**src/rtl/segscan_pkg.sv**
```systemverilog
// Shared constants for the multiplexed 7-segment scanner:
// glyph table, special segment patterns, load modes, BCD sizing.
package segscan_pkg;

   // Active-high glyphs, {a,b,c,d,e,f,g} with bit6 = a
   localparam logic [6:0] GLYPH [16] = '{
      7'b1111110, 7'b0110000, 7'b1101101, 7'b1111001,
      7'b0110011, 7'b1011011, 7'b1011111, 7'b1110000,
      7'b1111111, 7'b1111011, 7'b1110111, 7'b0011111,
      7'b1001110, 7'b0111101, 7'b1001111, 7'b1000111
   };

   localparam logic [6:0] SEG_DASH = 7'b0000001;
   localparam logic [6:0] SEG_OFF  = 7'b0000000;

   localparam logic MODE_HEX = 1'b0;
   localparam logic MODE_DEC = 1'b1;

   // Decimal digits needed to hold any w-bit unsigned value
   function automatic int bcd_digits(input int w);
      return (w * 3) / 10 + 1;
   endfunction

endpackage

```
**src/rtl/m_bin2bcd.sv**
```systemverilog
// Sequential binary-to-BCD converter (shift-add-3), one bit
// per cycle MSB first; done/bcd present the final step.
module m_bin2bcd
   import segscan_pkg::*;
#(
   parameter int DATA_W = 32,
   parameter int BCD_D  = 10
) (
   input  logic                 w_clk,
   input  logic                 w_rst,
   input  logic                 start,
   input  logic [DATA_W-1:0]    din,
   output logic                 busy,
   output logic                 done,
   output logic [4*BCD_D-1:0]   bcd
);

   localparam int CW = $clog2(DATA_W + 1);

   logic [DATA_W-1:0]  shreg;
   logic [4*BCD_D-1:0] acc;
   logic [4*BCD_D-1:0] adj;
   logic [4*BCD_D-1:0] step;
   logic [CW-1:0]      left;

   // Add 3 to every digit >= 5, then shift in the next binary bit
   always_comb begin
      adj = acc;
      for (int d = 0; d < BCD_D; d++) begin
         if (acc[4*d +: 4] >= 4'd5)
            adj[4*d +: 4] = acc[4*d +: 4] + 4'd3;
      end
      step = {adj[4*BCD_D-2:0], shreg[DATA_W-1]};
   end

   // The last step's result is handed out on the edge busy falls
   assign done = busy && (left == CW'(1));
   assign bcd  = step;

   // Conversion state: capture on start, step while busy
   always_ff @(posedge w_clk or posedge w_rst) begin
      if (w_rst) begin
         busy  <= 1'b0;
         left  <= '0;
         shreg <= '0;
         acc   <= '0;
      end else if (start) begin
         busy  <= 1'b1;
         left  <= CW'(DATA_W);
         shreg <= din;
         acc   <= '0;
      end else if (busy) begin
         acc   <= step;
         shreg <= shreg << 1;
         left  <= left - 1'b1;
         if (left == CW'(1))
            busy <= 1'b0;
      end
   end

endmodule

```
**src/rtl/m_7segscan.sv**
```systemverilog
// Time-multiplexed NDIG-digit 7-segment driver with hex or
// decimal load, leading-zero blanking and overflow dash.
module m_7segscan
   import segscan_pkg::*;
#(
   parameter int NDIG       = 8,
   parameter int DATA_W     = 32,
   parameter int DIV        = 100000,
   parameter int ACTIVE_LOW = 1
) (
   input  logic              w_clk,
   input  logic              w_rst,
   input  logic [DATA_W-1:0] w_din,
   input  logic              w_load,
   input  logic              w_mode_dec,
   input  logic              w_blank_lz,
   output logic [6:0]        r_sg,
   output logic [NDIG-1:0]   r_an,
   output logic              r_busy,
   output logic              r_ovf
);

   localparam int BCD_D = bcd_digits(DATA_W);
   localparam int CW    = (DIV > 1) ? $clog2(DIV) : 1;
   localparam int DW    = (NDIG > 1) ? $clog2(NDIG) : 1;
   localparam int HW    = DATA_W + 4 * NDIG;
   localparam int BW    = 4 * BCD_D + 4 * NDIG;
   localparam bit AL    = (ACTIVE_LOW != 0);

   logic [CW-1:0]      r_cnt;
   logic [DW-1:0]      r_digit;
   logic [3:0]         nib [NDIG];
   logic               mode;
   logic               tick;
   logic               accept;
   logic               start;
   logic               done;
   logic               busy;
   logic [4*BCD_D-1:0] bcd;
   logic [HW-1:0]      hex_pad;
   logic [BW-1:0]      bcd_pad;
   logic               ovf_next;
   logic               nz;
   logic [3:0]         cur;
   logic [6:0]         seg;
   logic [NDIG-1:0]    an_hot;
   logic [DW-1:0]      digit_next;

   assign accept  = w_load && !busy;
   assign start   = accept && (w_mode_dec == MODE_DEC);
   assign hex_pad = HW'(w_din);
   assign bcd_pad = BW'(bcd);
   assign r_busy  = busy;

   m_bin2bcd #(
      .DATA_W (DATA_W),
      .BCD_D  (BCD_D)
   ) u_conv (
      .w_clk  (w_clk),
      .w_rst  (w_rst),
      .start  (start),
      .din    (w_din),
      .busy   (busy),
      .done   (done),
      .bcd    (bcd)
   );

   // Any non-zero decimal digit beyond the display means overflow
   always_comb begin
      ovf_next = 1'b0;
      for (int i = 0; i < BCD_D; i++) begin
         if (i >= NDIG && bcd[4*i +: 4] != 4'd0)
            ovf_next = 1'b1;
      end
   end

   // Remember the mode of the last accepted load
   always_ff @(posedge w_clk or posedge w_rst) begin
      if (w_rst)
         mode <= MODE_HEX;
      else if (accept)
         mode <= w_mode_dec;
   end

   // Digit nibbles: hex loads directly, decimal on conversion end
   always_ff @(posedge w_clk or posedge w_rst) begin
      if (w_rst) begin
         for (int i = 0; i < NDIG; i++)
            nib[i] <= 4'd0;
         r_ovf <= 1'b0;
      end else if (accept && w_mode_dec == MODE_HEX) begin
         for (int i = 0; i < NDIG; i++)
            nib[i] <= hex_pad[4*i +: 4];
         r_ovf <= 1'b0;
      end else if (done && mode == MODE_DEC) begin
         for (int i = 0; i < NDIG; i++)
            nib[i] <= bcd_pad[4*i +: 4];
         r_ovf <= ovf_next;
      end
   end

   assign tick = (r_cnt == CW'(DIV - 1));

   // Per-digit dwell counter
   always_ff @(posedge w_clk or posedge w_rst) begin
      if (w_rst)
         r_cnt <= '0;
      else if (tick)
         r_cnt <= '0;
      else
         r_cnt <= r_cnt + 1'b1;
   end

   // Segment pattern for the digit about to be shown
   always_comb begin
      nz  = 1'b0;
      cur = 4'd0;
      for (int i = 0; i < NDIG; i++) begin
         if (DW'(i) == r_digit)
            cur = nib[i];
         if (i >= int'(r_digit) && nib[i] != 4'd0)
            nz = 1'b1;
      end
      if (r_ovf)
         seg = SEG_DASH;
      else if (w_blank_lz && r_digit != '0 && !nz)
         seg = SEG_OFF;
      else
         seg = GLYPH[cur];
   end

   assign an_hot     = NDIG'(1) << r_digit;
   assign digit_next = (r_digit == DW'(NDIG - 1)) ?
                       '0 : r_digit + 1'b1;

   // r_digit points at the next digit; anode and segments move together
   always_ff @(posedge w_clk or posedge w_rst) begin
      if (w_rst) begin
         r_digit <= '0;
         r_an    <= AL ? '1 : '0;
         r_sg    <= AL ? ~SEG_OFF : SEG_OFF;
      end else if (tick) begin
         r_digit <= digit_next;
         r_an    <= AL ? ~an_hot : an_hot;
         r_sg    <= AL ? ~seg : seg;
      end
   end

endmodule
```
**config.mk**
```make
export PLATFORM = sky130hd
export DESIGN_NAME = m_7segscan
export DESIGN_NICKNAME = d
export VERILOG_FILES = /design/src/rtl/segscan_pkg.sv /design/src/rtl/m_bin2bcd.sv /design/src/rtl/m_7segscan.sv
export SDC_FILE = /design/constraint.sdc
export NUM_CORES = 1
export LEC_CHECK = 0
export ABC_AREA = 1
export CAP_MARGIN = 20
export CORE_UTILIZATION = 64
export CTS_CLUSTER_SIZE = 12
export DETAILED_ROUTE_END_ITERATION = 16
export PLACE_DENSITY = 0.86
export SYNTH_ARGS = -nofsm -noshare
export SYNTH_HDL_FRONTEND = slang
export SYNTH_SLANG_ARGS = --single-unit
```
**constraint.sdc**
```tcl
create_clock -name w_clk -period 7.9 [get_ports w_clk]
set_clock_uncertainty 0.05 [all_clocks]
set_input_delay 1.58 -clock w_clk [delete_from_list [all_inputs] [get_ports w_clk]]
set_output_delay 1.58 -clock w_clk [all_outputs]
set_load 0.01 [all_outputs]
```
# After elaboration in Yosys (flattened, before gate mapping)
# Memory sizes are Yosys's and may differ from the RTL's.
# Cells that the tools add are included.
totals:
  register_bits: 148
  latchBits: 0
  mem_bits_rw: 0
  rom_bits: 112
  elab_cells: 142
  memories: 1
memory_table:
  columns: ["name", "depth", "width", "rd", "rd_ports_with_merged_regs", "wr", "line_no", "text"]
  rows:
  - ["(name not given)", 16, 7, 1, 0, 0, "m_7segscan.sv:129", "seg = GLYPH[cur];"]
classes:
  add_sub_neg: 13
  mul: 0
  div: 0
  n_lt_le_gt_ge: 18
  eq_ne: 10
  n_shift: 1
  n_mux: 47
  bitwise_logic: 4
  reduce_logical: 30
op_table:
  columns: ["operator", "count"]
  rows:
  - ["32-bit two-way mux", 4]
  - ["40-bit two-way mux", 2]
  - ["4-bit two-way mux", 17]
  - ["4-bit by 3-bit >= comparator with 1-bit output (second input constant)", 10]
  - ["4-bit nonzero test", 10]
  - ["4-bit by 2-bit adder with 4-bit output (second input constant)", 9]
  - ["7-bit two-way mux", 4]
  - ["17-bit by 1-bit adder with 17-bit output (second input constant)", 1]
  - ["17-bit equality test (second input constant)", 1]
  - ["17-bit two-way mux", 1]
  - ["1-bit two-way mux", 15]
  - ["1-bit logical AND", 14]
  - ["3-bit equality test (first input constant)", 4]
  - ["6-bit two-way mux", 2]
  - ["3-bit >= comparator (first input constant)", 3]
  - ["8-bit inverter", 1]
  - ["1-bit by 3-bit left shift with 8-bit output (first input constant)", 1]
  - ["7-bit inverter", 1]
  - ["2-bit by 3-bit equality test with 1-bit output (first input constant)", 2]
  - ["6-bit by 1-bit equality test with 1-bit output (second input constant)", 1]
  - ["1-bit by 3-bit >= comparator with 1-bit output (first input constant)", 2]
  - ["2-bit by 3-bit >= comparator with 1-bit output (first input constant)", 2]
  - ["3-bit two-way mux", 2]
  - ["6-bit by 1-bit subtractor with 6-bit output (second input constant)", 1]
  - ["11 further kinds", 13]

# Depth between registers and ports, before layout
logic_depth:
  ltp_word: 16
  depth_mapped: 20
  ltp_nobuf: 19

# By module
# From an unflattened synthesis, not the netlist that was laid out.
hier_totals:
  cells_unflattened: 1122
  area_unflattened_um2: 8630.8
modules_own_cells:
  columns: ["module", "n_inst", "cells_each", "area_each_um2", "seq_area_each_um2"]
  rows:
  - ["m_bin2bcd", 1, 591, 4549.4, 1976.9]
  - ["m_7segscan", 1, 531, 4081.4, 1745.4]

# Worst setup path after synthesis
# OpenSTA, ideal clock, no wires.
synth_timing:
  path_kind: "input-to-reg"
  from: "input w_load"
  to: "register u_conv.acc[17]"
  setup_ns: 0.130
  t_arrival_ns: 2.425
  required_ns: 7.720
  path_slack_ns: 5.295
  cell_stages: 6
  path_buffers: 1
  path_cell_list: "nand2_1 -> nor2_2 -> inv_2 -> nand2_1 -> clkbuf_1 -> o21ai_0"
synth_between:
  elab_chain_len: 3
synth_lines:
  columns: ["element", "line_no", "text"]
  rows:
  - ["start, declared", "m_7segscan.sv:14", "input logic w_load,"]
  - ["1-bit logical AND (*)", "m_7segscan.sv:49", "assign accept = w_load && !busy;"]
  - ["1-bit logical AND (*)", "m_7segscan.sv:50", "assign start = accept && (w_mode_dec == MODE_DEC);"]
  - ["40-bit two-way mux or 2-bit nonzero test (tied branches)", null, null]
  - ["end signal, assigned", "m_bin2bcd.sv:53", "acc <= step;"]
  - ["end, declared", "m_bin2bcd.sv:21", "logic [4*BCD_D-1:0] acc;"]
# Every way passes the cells marked *; elsewhere a longest branch is shown, timed or not.
# A chain may end at the register's enable or synchronous reset.

# Worst setup path after layout
layout_timing:
  from: "input w_load"
  to: "register u_conv.acc[33]"
# Same word-level chain as after synthesis.

==> flow_summary.toml <==
[floorplan]
initial_core_util = 0.664
fp-row-count = 40
design.die.area_um2 = 13000
fp.dieH_um = 114
pin_count = 54
die_w_um = 114
core_area_um2 = 12100

[clock_network]
cts.htree.levels = 4
holdBufCountCts = 0
clk_pin_slew_ns = 0.06
clockBufferDepth = 2
clkLatencyLatePin_ns = 0.44
cts_tree = "done"
cts_root_buffer = "clkbuf_16"
ctsResizeCount = 0
cts_buffers = 17
cts_setup_buffers = 0
cts_sinks = 148

[worst_setup_path]
ff2ff_path_depth = 9
path_buf_inv = 4
worstPathArrival_ns = 4.17
critical_path_required_ns = 8.12
cp_slowest_stage_delay_ns = 0.68
crit_chain = "clkdlybuf4s50_1 > nand2_1 > nor2_2 > buf_4 > inv_2 > nand2_1 > buf_4 > o22ai_1"
path_class = "in -> reg"
r2r_end = "u_conv.acc[27]"
r2r_start = "u_conv.busy"
cp-end-kind = "flop"
rrSetupSlack_ns = 4.67
cp_top_family = "buffers and inverters"
start_kind = "primary input"
critPathSlowestCell = "nand2_1"
path_max_fanout = 35

[pwr]
intPower_mw = 1.32
power.switching_uw = 334
vdd_drop_max_mv = 0.160
switching_share = 0.202
finalPower_mw = 1.65
p_comb_frac = 0.023
powerDensity_nw_per_um2 = 177
clockPowerShare = 0.517
p_leak_nw = 4.44
p_seq_frac = 0.459

[detailed_routing]
avgRoutedWirePerCell_um = 16.4
vias_per_cell = 5.93
drcViolationCount = 0
antenna_left = 0
drtIter0Drc = 671
finalWirelength_um = 19700
first_pass_iters = 8
vias = 7138

[synthesis]
yosysTopAreaCellShare = 0.414
synthMuxAreaShare = 0
synthCells = 975
avgSynthCellArea_um2 = 8.24
synth_seq_cells = 148
synthesis.nets = 1047
ys_dominant_reg_cell = "dfrtp_1"
synthMostInstantiatedCell = "nand2_1"
synth_edf_count = 0
synthesis.area_um2 = 8040
synth_fa_ha_area_frac = 0.0545
synth_compound_area_frac = 0.150
ys_async_sr_fraction = 1.00
yosys_warnings = 0
synth_top_family_by_area = "simple AND/OR/NAND/NOR gates"
synthTopCellsByCount = "nand2_1, dfrtp_1, inv_1"
yosysSeqAreaShare = 0.463
ys_types = 45
synth-xor-area-share = 0.0120
synth_simple_gate_area_share = 0.245
synthTopCellsByArea = "dfrtp_1, nand2_1, nand3_1, ha_1, dfstp_2"
yosys.area.top_type = "dfrtp_1"

[final_layout]
drive_gt1_frac = 0.110
fin_util = 0.770
antennaDiodeCount = 0
syn_to_final_growth_pct = 16.1
fill_cells = 869
nNetsFinal = 1094
final_area_um2 = 9330
finalNonFillerCells = 1203

[timing]
max_clock_freq_mhz = 253
tightest_slew_ns = 0.773
fin_crit_sh = 0.500
finalHoldViolCount = 0
layout_min_cycle_time_ns = 3.95
slew-limit-headroom = 0.483
rsz0062_at_grt = "false"
slew_violations = 0
setup_violations = 0
tns_ns = 0

[placed_design]
gp_congestion = 0.896
portBuffers = 53
dp.cells = 1170
dpl.hpwl_um = 13200
place_area_um2 = 8690

[worst_hold_path]
worstHoldPathCells = 2
min_from = "r_sg[0]"
holdPathEnd = "r_sg[0]"
hold_path_class = "reg -> reg"

[run]
maxCapViolCount = 0

[grt]
use_met2 = 0.553
antenna_found_initial = 0
met1_usage = 0.414
grt_max_degree = 88
overflow = 0
grt_pass1_vias = 6967
met3_usage = 0.0651
grt_pass1_wl_um = 33400
grt_util_all_layers = 0.330
busiest_layer = "met2"

[outcome]
status = "finished, final reports clean"
## registers in the layout (all words and copies together) (netlist names), 3 cells and up
register,cells
u_conv.left,6
r_sg,7
r_digit,3
u_conv.shreg,32
r_an,8
nib,32
u_conv.acc,40
r_cnt,17
## power groups by stage
| stage | combinational (mW) | clock [mW] | sequential, mW |
|---|---|---|---|
| floorplan | 0.0111 | 0 | 0.772 |
| global placement | 0.0390 | 0 | 0.772 |
| detailed placement | 0.0390 | 0 | 0.772 |
| CTS | 0.0392 | 0.858 | 0.759 |
| global route | 0.0421 | 0.889 | 0.758 |
| finish | 0.0383 | 0.855 | 0.759 |
## metrics by stage
step           hold WS, ns  setup WS, ns
2_1_floorplan        0.383          2.32
3_3_place_gp         0.407          3.64
3_5_place_dp         0.416          3.58
4_1_cts              0.425          3.98
5_1_grt              0.437          3.75
6_report             0.419          3.95
## cells by family (layout without fill, tap and decap cells)
kind of cell,count (synthesis),in the layout
simple gates,429,429
compound gates,198,198
flops,148,148
buf+inv,154,214
xor+xnor,11,11
fa+ha+maj,35,35
## worst min-delay path, stage by stage, from the launching register on
cell and delay, ns:
dfstp_2 0.37, nand2_1 0.05, nand2_1 0.05
## placed cells by master (no fill, tap or decap), types with 5 or more instances in the layout
cell type,count
or2_2,13
nor3_1,6
nor4_1,9
clkbuf_16,17
o21ai_1,7
nand2_2,5
inv_1,103
nand4_1,7
nand3_1,88
o22ai_1,25
clkdlybuf4s50_1,53
nand2_1,228
a21oi_1,39
xor2_1,11
a21oi_2,5
dfstp_2,15
nor2_1,47
ha_1,35
dfrtp_1,133
nand2_4,5
o221ai_1,6
o211ai_1,16
o21ai_0,58
nor2_2,8
a22oi_1,30
inv_2,14
buf_4,6
## worst max-delay path by stage
stage	from	to	cells after the start
after detailed placement	w_load	u_conv.acc[2]	8
final	w_load	u_conv.acc[33]	8
after global placement	w_mode_dec	u_conv.acc[36]	8
after global routing	w_load	u_conv.acc[33]	8
after CTS	w_load	u_conv.acc[33]	8
after floorplan	w_rst	mode	1
## routing by layer
layer  wire (um)  vias to the layer above
met2        9700                      314
met5           0                        -
met3        1350                       66
li1            -                     3353
met4         731                        0
met1        7930                     3405
## final cells by class
class / count / area (um^2) / share of cell area
multi-input combinational: 673 / 3710 / 0.398
tap: 168 / 210 / 0.0225
clock inverter: 10 / 156 / 0.0168
clock buffer: 22 / 464 / 0.0498
timing repair buffer: 60 / 591 / 0.0633
inverter: 122 / 475 / 0.0510
sequential: 148 / 3720 / 0.399
No activity file was read; power rests on OpenSTA's default activity.
